**config.mk**
```make
export PLATFORM = sky130hd
export DESIGN_NAME = mismatch_monitor
export DESIGN_NICKNAME = d
export VERILOG_FILES = /design/src/rtl/mismatch_monitor.sv
export SDC_FILE = /design/constraint.sdc
export NUM_CORES = 1
export LEC_CHECK = 0
export ABC_AREA = 1
export ABC_CLOCK_PERIOD_IN_PS = 2900
export CAP_MARGIN = 40
export CORE_MARGIN = 2
export CORE_UTILIZATION = 59
export DETAILED_ROUTE_END_ITERATION = 6
export GPL_TIMING_DRIVEN = 0
export PLACE_DENSITY = 0.88
export SYNTH_ARGS = -nofsm -noshare
export SYNTH_HDL_FRONTEND = slang
export SYNTH_SLANG_ARGS = --single-unit
```
**constraint.sdc**
```tcl
create_clock -name clk -period 2.9 [get_ports clk]
set_clock_uncertainty 0.2 [all_clocks]
set_input_delay 0.87 -clock clk [delete_from_list [all_inputs] [get_ports clk]]
set_output_delay 0.87 -clock clk [all_outputs]
set_load 0.05 [all_outputs]
```
**src/rtl/mismatch_monitor.sv**
```systemverilog
// Mismatch monitor for the compare pipeline: hides pipeline fill, counts total and per-window hits, sticky alarm.
// Optional consecutive-run alarm is built when MISMATCH_RUN_DET_EN is defined; otherwise run_alarm is tied to 0.
module mismatch_monitor #(
    parameter int FILL_LAT = 3,
    parameter int WIN_LEN  = 16,
    parameter int ALARM_TH = 4,
    parameter int CNT_W    = 8,
    parameter int RUN_TH   = 3
) (
    input  logic             clk,
    input  logic             rst_n,
    input  logic             en,
    input  logic             clr,
    input  logic             mis_in,
    output logic [CNT_W-1:0] mis_cnt,
    output logic [CNT_W-1:0] win_cnt,
    output logic             win_done,
    output logic             alarm,
    output logic [1:0]       state,
    output logic             run_alarm
);
    typedef enum logic [1:0] {IDLE = 2'd0, FILL = 2'd1, RUN = 2'd2, ALARM = 2'd3} state_t;

    localparam int FP_W = (FILL_LAT > 1) ? $clog2(FILL_LAT) : 1;
    localparam logic [FP_W-1:0]  FILL_LAST  = FP_W'(FILL_LAT - 1);
    localparam logic [CNT_W-1:0] WIN_LAST   = CNT_W'(WIN_LEN - 1);
    localparam logic [CNT_W-1:0] ALARM_TH_C = CNT_W'(ALARM_TH);
    localparam logic [CNT_W-1:0] CNT_MAX    = '1;

    state_t            state_reg, state_next;
    logic [FP_W-1:0]   fill_pos_reg, fill_pos_next;
    logic [CNT_W-1:0]  win_pos_reg, win_pos_next;
    logic [CNT_W-1:0]  acc_reg, acc_next;
    logic [CNT_W-1:0]  mis_cnt_reg, mis_cnt_next;
    logic [CNT_W-1:0]  win_cnt_reg, win_cnt_next;
    logic              win_done_reg, win_done_next;
    logic              alarm_reg, alarm_next;
    logic              count_en;
    logic [CNT_W-1:0]  acc_sum;

    // acc never exceeds WIN_LEN-1 before the add, so the sum fits in CNT_W bits
    assign acc_sum = acc_reg + CNT_W'(mis_in);

    always_comb begin
        state_next    = state_reg;
        fill_pos_next = fill_pos_reg;
        win_pos_next  = win_pos_reg;
        acc_next      = acc_reg;
        mis_cnt_next  = mis_cnt_reg;
        win_cnt_next  = win_cnt_reg;
        win_done_next = 1'b0;
        count_en      = 1'b0;

        if (clr) begin
            state_next    = IDLE;
            fill_pos_next = '0;
            win_pos_next  = '0;
            acc_next      = '0;
            mis_cnt_next  = '0;
            win_cnt_next  = '0;
        end else begin
            case (state_reg)
                IDLE: begin
                    if (en) begin
                        state_next    = FILL;
                        fill_pos_next = '0;
                    end
                end
                FILL: begin
                    if (!en) begin
                        state_next = IDLE;
                    end else if (fill_pos_reg == FILL_LAST) begin
                        state_next   = RUN;
                        win_pos_next = '0;
                        acc_next     = '0;
                    end else begin
                        fill_pos_next = fill_pos_reg + 1'b1;
                    end
                end
                RUN: begin
                    if (!en) begin
                        state_next   = IDLE;
                        win_pos_next = '0;
                        acc_next     = '0;
                    end else begin
                        count_en = 1'b1;
                        if (win_pos_reg == WIN_LAST) begin
                            win_cnt_next  = acc_sum;
                            win_done_next = 1'b1;
                            acc_next      = '0;
                            win_pos_next  = '0;
                            if (acc_sum >= ALARM_TH_C)
                                state_next = ALARM;
                        end else begin
                            acc_next     = acc_sum;
                            win_pos_next = win_pos_reg + 1'b1;
                        end
                    end
                end
                ALARM: begin
                    // window logic frozen; only the total keeps counting
                    count_en = 1'b1;
                end
                default: state_next = IDLE;
            endcase
        end

        if (count_en && mis_in && (mis_cnt_reg != CNT_MAX))
            mis_cnt_next = mis_cnt_reg + 1'b1;

        alarm_next = (state_next == ALARM);
    end

    always_ff @(posedge clk or negedge rst_n) begin
        if (!rst_n) begin
            state_reg    <= IDLE;
            fill_pos_reg <= '0;
            win_pos_reg  <= '0;
            acc_reg      <= '0;
            mis_cnt_reg  <= '0;
            win_cnt_reg  <= '0;
            win_done_reg <= 1'b0;
            alarm_reg    <= 1'b0;
        end else begin
            state_reg    <= state_next;
            fill_pos_reg <= fill_pos_next;
            win_pos_reg  <= win_pos_next;
            acc_reg      <= acc_next;
            mis_cnt_reg  <= mis_cnt_next;
            win_cnt_reg  <= win_cnt_next;
            win_done_reg <= win_done_next;
            alarm_reg    <= alarm_next;
        end
    end

    assign state    = state_reg;
    assign mis_cnt  = mis_cnt_reg;
    assign win_cnt  = win_cnt_reg;
    assign win_done = win_done_reg;
    assign alarm    = alarm_reg;

`ifdef MISMATCH_RUN_DET_EN
    localparam int RC_W = $clog2(RUN_TH + 1);
    localparam logic [RC_W-1:0] RUN_TH_C = RC_W'(RUN_TH);

    logic [RC_W-1:0] run_cnt_reg, run_cnt_next;
    logic            run_alarm_reg, run_alarm_next;

    // streak counter saturates at RUN_TH; it is zero outside RUN/ALARM
    always_comb begin
        run_cnt_next   = '0;
        run_alarm_next = run_alarm_reg;
        if (clr) begin
            run_alarm_next = 1'b0;
        end else if (count_en && mis_in) begin
            run_cnt_next = (run_cnt_reg == RUN_TH_C) ? run_cnt_reg : run_cnt_reg + 1'b1;
            if (run_cnt_next == RUN_TH_C)
                run_alarm_next = 1'b1;
        end
    end

    always_ff @(posedge clk or negedge rst_n) begin
        if (!rst_n) begin
            run_cnt_reg   <= '0;
            run_alarm_reg <= 1'b0;
        end else begin
            run_cnt_reg   <= run_cnt_next;
            run_alarm_reg <= run_alarm_next;
        end
    end

    assign run_alarm = run_alarm_reg;
`else
    // RUN_TH has no effect in this build; the comparison is constant 0 for any legal RUN_TH
    assign run_alarm = (RUN_TH < 0);
`endif
endmodule

```
==> summary.md <==
| Metric | Value |
|---|---|
| Status | `complete, no violations` |
| CP Buf/Inv Count | `1` |
| Pin count of the biggest net entering global routing | `39` |
| Crit path cell chain | `clkdlybuf4s50_1` |
| # DRC | `0` |
| TritonRoute pass-1 iters | `4` |
| Leakage | `1.08 nW` |
| Start of the worst register-to-register path | `acc_reg[0]` |
| GRT overflow | `0` |
| CTS Sinks | `38` |
| Hold Vio Cnt, Final | `0` |
| Top-area cell type share of the netlist area | `0.477` |
| Ports | `26` |
| Most frequent cells in the layout | `nand2_1, dfrtp_1, inv_1` |
| Initial antenna violation count | `0` |
| P per Cell Area | `364 mW/mm^2` |
| Routed WL per cell | `12.5 um` |
| Crit path launch type | `register` |
| DRT iter0 DRCs | `135` |
| Die ar. | `0.00386 mm^2` |
| Fill cell total of the finished layout | `258` |
| Area Growth Syn to Fin | `17.3%` |
| Max cap viols | `0` |
| Avg Cell Area, Syn | `8.42 um^2` |
| Routed WL | `3.90 mm` |
| Vias per cell | `5.23` |
| Most used DFF post-synth | `dfrtp_1` |
| Placed Instances | `307` |
| Post-synthesis cell count | `237` |
| FMAX | `364 MHz` |
| Tmin final | `2.74 ns` |
| Number of CTS-inserted buffers | `5` |
| R2r setup slk | `0.90 ns` |
| Synth area leaders | `dfrtp_1, nand2_1, inv_1` |
| Critical path depth | `1` |
| Post-synthesis cell type count | `33` |
| Number of flops mapped to enable cells by yosys | `0` |
| Final RePlAce weighted congestion | `0.793` |
| WP data required | `1.83 ns` |
| Flop pwr share | `0.626` |
| Routed Antenna Nets | `0` |
| WS Path Type | `reg2out` |
| Reg2Reg Depth | `12` |
| DP HPWL | `2.88 mm` |
| Routed via count | `1637` |
| Switch share | `0.233` |
| N_diodes | `0` |
| Root buf cell | `clkbuf_4` |
| Cts hold-fix bufs | `0` |
| Slew @ Worst Pin | `0.796 ns` |
| Clock slew seen by the registers of the worst setup and hold paths | `0.10 ns` |
| Setup WS pre-CTS | `-0.133 ns` |
| Hold Crit Class | `reg2reg` |
| Post-cts resize count | `0` |
| Internal power | `0.653 mW` |
| Worst VDD drop | `262 uV` |
| Synth Net Count | `247` |
| Worst Min Path Start | `win_cnt[5]` |
| Worst Hold End | `win_cnt[5]` |
| Yosys reg bits | `38` |
| Max-slew violations | `0` |
| Synth area leader | `dfrtp_1` |
| Setup crit end kind | `primary output` |
| Setup Buffers After CTS | `0` |
| Die width | `62.1 um` |
| Sw power | `0.198 mW` |
| CTS Buffer Depth | `2` |
| # setup viols final | `0` |
| Hold Path Depth | `2` |
| RSZ-0062 raised after global routing | `false` |
| Clock power frac | `0.317` |
| Clock Latency Late Sink | `0.34 ns` |
| Leading cell type in the layout, fill and taps excluded | `nand2_1` |
| Core area | `0.00328 mm^2` |
| CP max stage cell | `clkdlybuf4s50_1` |
| Crit path max-delay family | `buffers and inverters` |
| Critical path peak fanout | `7` |
| Port Buf Inserts | `24` |
| Total Routing Usage GR | `0.233` |
| PnR Total Power | `0.851 mW` |
| Max_slew headroom | `0.470` |
| Design Area, Final | `0.00234 mm^2` |
| Fin crit share | `0.946` |
| Non-filler cells, final | `313` |
| Synth Warn # | `0` |
| Placed inst area | `0.00229 mm^2` |
| CTS tree | `yes` |
| Wire length of the first global-routing pass | `7.17 mm` |
| Worst EP arrival | `1.67 ns` |
| Initial Utilization | `0.607` |
| PnR worst setup slack | `0.156 ns` |
| Combinational Power Share | `0.057` |
| Vias in the first global route | `1705` |
| Die extent in y | `62.1 um` |
| Layout cell share with drive strength beyond 1 | `0.150` |
| Mapped cell area | `0.00199 mm^2` |
| Async SR Flop Fraction | `1.00` |
| Nets | `278` |
| Reg-to-Reg End | `alarm` |
| Post-synthesis sequential area ratio | `0.477` |
| H-Tree Depth | `2` |
| Crit-path max cell delay | `0.85 ns` |
| Rows | `21` |
[cells in the mapped netlist (all sizes together) (4+ instances only)]
master	instances
nand3	15
o22ai	9
buf	4
o21ai	21
a21oi	8
ha	5
nor2	23
inv	34
xor2	5
nand2	60
nand4	5
dfrtp	38
[power by group through the flow]
stage	Sequential [mW]	Combinational (mW)	Clock [mW]
after global placement	0.543	0.0490	0
after CTS	0.533	0.0488	0.277
after detailed placement	0.543	0.0487	0
after global routing	0.533	0.0546	0.305
final	0.533	0.0483	0.270
after floorplan	0.546	0.0223	0
[cells by family after synthesis]
| kind of cell | synth area share |
|---|---|
| adder cells (fa/ha/maj) | 0.0314 |
| AO/OA/AOI/OAI | 0.136 |
| XOR/XNOR | 0.0263 |
| flip-flops | 0.477 |
| buffers and inverters | 0.0790 |
| AND/OR/NAND/NOR | 0.249 |
| other | 0.00188 |
[cell type report]
type / instances / area, um^2 / share of cell area
plain buffers: 4 / 25.0 / 0.0107
well taps: 46 / 57.6 / 0.0246
clock buffers: 6 / 51.3 / 0.0219
repair buffers: 24 / 235 / 0.101
inverters: 35 / 133 / 0.0567
flip-flops and latches: 38 / 951 / 0.407
multi-input cells: 160 / 886 / 0.379
[metal layers]
layer,track usage,wire (um),part of all wire,vias up
met5,0,0,0,-
met4,0.119,78,0.020,0
met3,0.0779,194,0.050,8
met2,0.393,1920,0.49,42
met1,0.264,1710,0.44,753
li1,-,-,-,834
[how the worst max path moves through the flow]
stage / startpoint / endpoint / slack [ns]
after floorplan: mis_in / alarm / 0.64
after global placement: rst_n / win_pos_reg[2] / -0.11
after detailed placement: mis_in / alarm / -0.13
after CTS: mis_cnt[5] / mis_cnt[5] / 0.14
after global routing: mis_in / alarm / 0.01
final: mis_cnt[5] / mis_cnt[5] / 0.16
[per-stage QoR]
stage                util  hold slack, ns  setup TNS, ns
finish              0.712           0.299              0
global route        0.712           0.338              0
CTS                 0.712           0.305              0
detailed placement  0.696           0.279         -0.240
global placement    0.698           0.274          -4.43
floorplan               -           0.263              0
No activity file was read; power rests on OpenSTA's default activity.
